[config.mk]
export PLATFORM = sky130hd
export DESIGN_NAME = alu_issuer
export DESIGN_NICKNAME = d
export VERILOG_FILES = /design/src/rtl/alu_issuer_pkg.sv /design/src/rtl/alu_issuer.sv
export SDC_FILE = /design/constraint.sdc
export NUM_CORES = 1
export LEC_CHECK = 0
export ABC_AREA = 1
export BUFFER_PORTS_ARGS = -buffer_cell sky130_fd_sc_hd__buf_2
export CAP_MARGIN = 10
export CELL_PAD_IN_SITES_DETAIL_PLACEMENT = 2
export CELL_PAD_IN_SITES_GLOBAL_PLACEMENT = 2
export CORE_ASPECT_RATIO = 1.5
export CORE_MARGIN = 2
export CORE_UTILIZATION = 23
export DETAILED_ROUTE_END_ITERATION = 8
export HOLD_SLACK_MARGIN = 0.12
export PLACE_DENSITY = 0.82
export RECOVER_POWER = 100
export SLEW_MARGIN = 0
export SYNTH_ARGS = -nofsm -noshare
export SYNTH_HDL_FRONTEND = slang
export SYNTH_SLANG_ARGS = --single-unit
[constraint.sdc]
create_clock -name clk -period 1.7 [get_ports clk]
set_clock_uncertainty 0.1 [all_clocks]
set_input_delay 0.085 -clock clk [delete_from_list [all_inputs] [get_ports clk]]
set_output_delay 0.085 -clock clk [all_outputs]
set_load 0.01 [all_outputs]
[src/rtl/alu_issuer_pkg.sv]
// Shared definitions for the ALU command issuer: opcodes, FSM states, default width.
package alu_issuer_pkg;

  localparam int W_DEFAULT = 5;

  localparam logic [1:0] OP_ADD  = 2'b00;
  localparam logic [1:0] OP_LOAD = 2'b01;
  localparam logic [1:0] OP_HOLD = 2'b10;
  localparam logic [1:0] OP_SUB  = 2'b11;

  typedef enum logic [1:0] {
    ST_IDLE = 2'b00,
    ST_EXEC = 2'b01,
    ST_RESP = 2'b10
  } state_t;

endpackage

[src/rtl/alu_issuer.sv]
// ALU command issuer: accepts one command at a time, drives an external
// combinational ALU for one EXEC cycle (LOAD bypasses it), keeps the
// accumulator and presents the result with a valid/ready handshake.
// Optional feature: define ALU_ISSUER_OVF_EN to add the registered ovf output
// flagging signed overflow of ADD/SUB.
module alu_issuer
  import alu_issuer_pkg::*;
#(
  parameter int W = W_DEFAULT
) (
  input  logic                clk,
  input  logic                rst,
  input  logic                cmd_valid,
  output logic                cmd_ready,
  input  logic [1:0]          cmd_op,
  input  logic signed [W-1:0] cmd_data,
  output logic signed [W-1:0] alu_din1,
  output logic signed [W-1:0] alu_din2,
  output logic [1:0]          alu_sel,
  input  logic signed [W-1:0] alu_out,
  output logic                res_valid,
  input  logic                res_ready,
  output logic signed [W-1:0] res_data,
  output logic signed [W-1:0] acc
`ifdef ALU_ISSUER_OVF_EN
  ,
  output logic                ovf
`endif
);

  state_t state;

`ifdef ALU_ISSUER_OVF_EN
  // Signed overflow: operands effectively share a sign (b is negated for SUB)
  // while the wrapped result's sign differs from a's.
  function automatic logic ovf_calc(input logic [1:0] sel,
                                    input logic signed [W-1:0] a,
                                    input logic signed [W-1:0] b,
                                    input logic signed [W-1:0] r);
    logic sa, sb, sr;
    sa = a[W-1];
    sb = b[W-1];
    sr = r[W-1];
    case (sel)
      OP_ADD:  ovf_calc = (sa == sb) && (sr != sa);
      OP_SUB:  ovf_calc = (sa != sb) && (sr != sa);
      default: ovf_calc = 1'b0;
    endcase
  endfunction
`endif

  // Issuer FSM with all outputs registered; reset discards any in-flight command.
  always_ff @(posedge clk) begin
    if (rst) begin
      state     <= ST_IDLE;
      cmd_ready <= 1'b1;
      res_valid <= 1'b0;
      acc       <= '0;
      res_data  <= '0;
      alu_din1  <= '0;
      alu_din2  <= '0;
      alu_sel   <= '0;
`ifdef ALU_ISSUER_OVF_EN
      ovf       <= 1'b0;
`endif
    end else begin
      case (state)
        ST_IDLE: begin
          if (cmd_valid && cmd_ready) begin
            cmd_ready <= 1'b0;
            if (cmd_op == OP_LOAD) begin
              // LOAD skips the ALU; alu_* keep their last values.
              acc       <= cmd_data;
              res_data  <= cmd_data;
              res_valid <= 1'b1;
`ifdef ALU_ISSUER_OVF_EN
              ovf       <= 1'b0;
`endif
              state     <= ST_RESP;
            end else begin
              // acc is frozen until end of EXEC, so din1 stays consistent with it.
              alu_din1 <= acc;
              alu_din2 <= cmd_data;
              alu_sel  <= cmd_op;
              state    <= ST_EXEC;
            end
          end
        end
        ST_EXEC: begin
          acc       <= alu_out;
          res_data  <= alu_out;
          res_valid <= 1'b1;
`ifdef ALU_ISSUER_OVF_EN
          ovf       <= ovf_calc(alu_sel, alu_din1, alu_din2, alu_out);
`endif
          state     <= ST_RESP;
        end
        ST_RESP: begin
          if (res_ready) begin
            res_valid <= 1'b0;
            cmd_ready <= 1'b1;
            state     <= ST_IDLE;
          end
        end
        default: begin
          res_valid <= 1'b0;
          cmd_ready <= 1'b1;
          state     <= ST_IDLE;
        end
      endcase
    end
  end

endmodule
==> results.md <==
Outcome:
- The run finished with clean final reports.

Global routing:
- Entering global routing, the biggest net connects 19 pins.
- The initial antenna violation count is 0.
- The number of global-route vias before repair is 1,063.
- The global-route wire length before repair is around 4900 um.
- The aggregate global-route resource usage is around 15%.
- The remaining global-route overflow is 0.

Clock network:
- The number of clock sinks is 21.
- Clock tree synthesis selected as its root buffer the cell sky130_fd_sc_hd__clkbuf_8.
- TritonCTS built the clock tree.
- The depth of the CTS H-tree is 1.
- After clock tree synthesis, the clock-pin slew on the worst setup and hold paths is 0.08 ns.
- The TritonCTS buffer count is 3.
- Clock latency on the worst-skew pair, taken at its later pin, is about 0.25 ns.
- After clock tree synthesis, the repair step resized 0 gates.
- The clock passes through at most 2 buffers.

Min path:
- The path class of the lowest-slack min-delay path is in2reg.
- Along the worst hold path, the cell count comes to 5.
- The worst hold path startpoint is alu_out[2].
- The path with the worst hold slack has its endpoint at acc[2].

Timing:
- The routed design could run at a clock period as short as approximately 1.5 ns.
- Dividing the final minimum period by the clock period gives 88.4%.
- The final number of max-transition violations is 0.
- Setup repair after global routing left no endpoint under its margin.
- The maximum clock frequency is between 600 and 700 MHz.
- The setup TNS is 0 ns.
- The slew at the pin closest to its max-slew limit is 0.517 ns.
- The number of failing hold endpoints at the final stage is 0.
- The setup slack after layout is 0.198 ns.
- The total setup violations reported at the end of the flow is 0.
- The worst pin sits at a relative slew slack of about two thirds.

Synthesis:
- The simple-gate portion of the synthesized area is 33.1%.
- In this run the cell area of the synthesized design comes to 900 um2.
- Measured against the total synthesized area, the mux share comes to 0%.
- The post-synthesis net count is 146.
- The number of synthesis warnings is 0.
- After technology mapping, the gate count stands at 130.
- The xor and xnor area share after synthesis is 0%.
- The synthesized netlist contains 13 unique library cells.
- The adder-cell area share of the yosys netlist is 0%.
- The sequential share of the synthesized area is roughly 47%.
- The synthesized area divided by synthesized cell count is 6.92 um2.
- Synthesis inferred 21 register bits.
- The dominant combinational cell family by area after synthesis is simple AND/OR/NAND/NOR gates.
- The synthesized netlist devotes between 7 and 8% of its cell area to compound gates.

Power:
- IR analysis of the VDD net gives a maximum drop of 386 uV.
- The analysis attributes to cell leakage a power of 0.000594 uW.
- For this design the ratio of total power to cell area is 1090 nW/um2.

Layout:
- The final layout contains between 150 and 200 nets.
- The most common cell after layout, fill and taps aside is sky130_fd_sc_hd__nor2_1.
- Leaving out filler cells and counting taps, the final layout contains 222.
- The fraction of layout cells with a size suffix above 1 is 12.3%.
- After routing the design area is 1230 um2.
- The library cells used most frequently in the layout, excluding fill and tap cells, are sky130_fd_sc_hd__nor2_1 (36), sky130_fd_sc_hd__nand2_1 (31), sky130_fd_sc_hd__clkbuf_1 (27).
- 0 antenna diodes ended up in the layout.
- The area growth from synthesis to layout is 36.9%.

Worst setup path:
- The largest stage delay on the critical path is 0.53 ns.
- The path depth of the worst reg2reg path is 6.
- The critical path class is in2reg.
- The startpoint type of the worst setup path is a primary input.
- On the critical path, the stage with the largest delay is an instance of sky130_fd_sc_hd__dlygate4sd3_1.
- STA classifies the critical path endpoint as a flop.
- The endpoint identified for the worst register-to-register timing path is alu_sel[0].
- The critical-path maximum fanout is 13.
- The minimum setup slack among reg-to-reg paths is roughly 0.28 ns.
- The endpoint arrival time on the critical path is 1.55 ns.
- For the worst setup path, the data required time is 1.75 ns.
- Traced cell by cell, the critical path runs through dlygate4sd3_1 > clkbuf_1 > inv_1 > nand2_1 > nand2_2 > nor2_2 > inv_1 > nor2_1 > nor2_1.
- The launching point of the worst reg2reg path is state[1].

Routing:
- After the first detailed-routing iteration, the DRC count stood at 7.
- Detailed routing inserted a total of 1,004 vias.
- The residual DRC count is 0.
- The number of nets with antenna violations after routing is 0.
- The number of vias per cell is 4.52.
- The average routed wire per standard cell is roughly 14 um.
- The final layout contains routed wiring with a total length of 3160 um.
- The first-pass iteration count of the detailed router is 4.

Place:
- The total of buffers placed on input and output ports is 39.
- The post-place instance area is 1090 um2.
- Detailed placement finished with a half-perimeter wire length of 2260 um.
- Including well taps, the total number of placed cells is ~210.
- The worst-case setup slack after placement is 0.276 ns.
- At the end of routability-driven placement, the weighted congestion stood at around 0.73.

Floorplan:
- Measured along the x axis, the die boundary spans 55.1 um.
- The die covers 4440 um2.
- The effective utilization at floorplan is 24.2%.
- The die extent in y is 80.6 um.
- The I/O pin count is 40.
- The standard-cell row count is 27.
- The core region is 3720 um2.

Job:
- The total of max-cap violations is 0.
## state kept, by name (all words and copies together) (netlist names)
name,flops
acc,5
alu_din1,5
alu_din2,5
alu_sel,2
cmd_ready,1
res_valid,1
state,2
## worst max-delay path: cells and delay by family
kind / cells / cell delay (ns)
buf+inv: 4 / 0.92
simple gates: 5 / 0.55
## per-stage QoR
stage | power [uW] | util, % | hold WS (ns)
floorplan | 883 | - | 0.0541
CTS | 1380 | 33.9 | 0.139
global placement | 989 | 29.4 | 0.205
finish | 1340 | 33.1 | 0.134
detailed placement | 1020 | 29.4 | 0.219
global route | 1440 | 33.1 | 0.160
## synth_stat cells, drive strengths merged
| cell | n | area (um2) |
|---|---|---|
| buf | 9 | 70.1 |
| nor2 | 38 | 148 |
| inv | 11 | 41.3 |
| o21ai | 12 | 60.1 |
| nand3 | 4 | 20.0 |
| a21oi | 2 | 10.0 |
| nand2 | 32 | 123 |
| nand3b | 1 | 7.51 |
| dfxtp | 21 | 420 |
## report_power, final
group	switching [uW]	internal, uW
Sequential	52.2	567
Combinational	255	141
Clock	161	167
Total	468	875
## layout make-up
cell class | count | area [um2]
fillers | 498 | 2480
flip-flops and latches | 21 | 420
multi-input cells | 89 | 368
repair buffers | 54 | 303
well taps | 43 | 53.8
clock buffers | 4 | 45.0
inverters | 11 | 41.3
## logic make-up (layout without fill, tap and decap cells)
| logic type | Yosys count | in the layout |
|---|---|---|
| AOI/OAI and AO/OA | 14 | 14 |
| buffers and inverters | 20 | 69 |
| and+or+nand+nor | 75 | 75 |
| DFF | 21 | 21 |
## what timing repair did
action | CTS | global route
endpoints found under the hold margin | 14 | 0
buffers inserted | 0 | 1
setup endpoints to repair | 0 | 3
hold buffers | 12 | 0
## routing by layer
metal  track usage, %  vias up  part of all wire, %
li1                 -      488                    -
met1             15.6      495                   35
met2             29.9       17                   61
met3             1.67        4                  2.5
met4             5.85        0                  1.4
met5                0        -                    0
## worst max path at each step
stage,from,end,slack (ns),depth (start not counted)
6_report,cmd_op[1],alu_sel[0],0.20,9
5_1_grt,cmd_op[1],alu_sel[0],0.05,9
4_1_cts,cmd_op[1],acc[1],0.11,9
3_5_place_dp,state[1],acc[1],0.28,6
3_3_place_gp,cmd_ready,acc[0],0.41,5
2_1_floorplan,state[1],alu_din1[0],0.51,7
(Power assumes the default switching activity.)
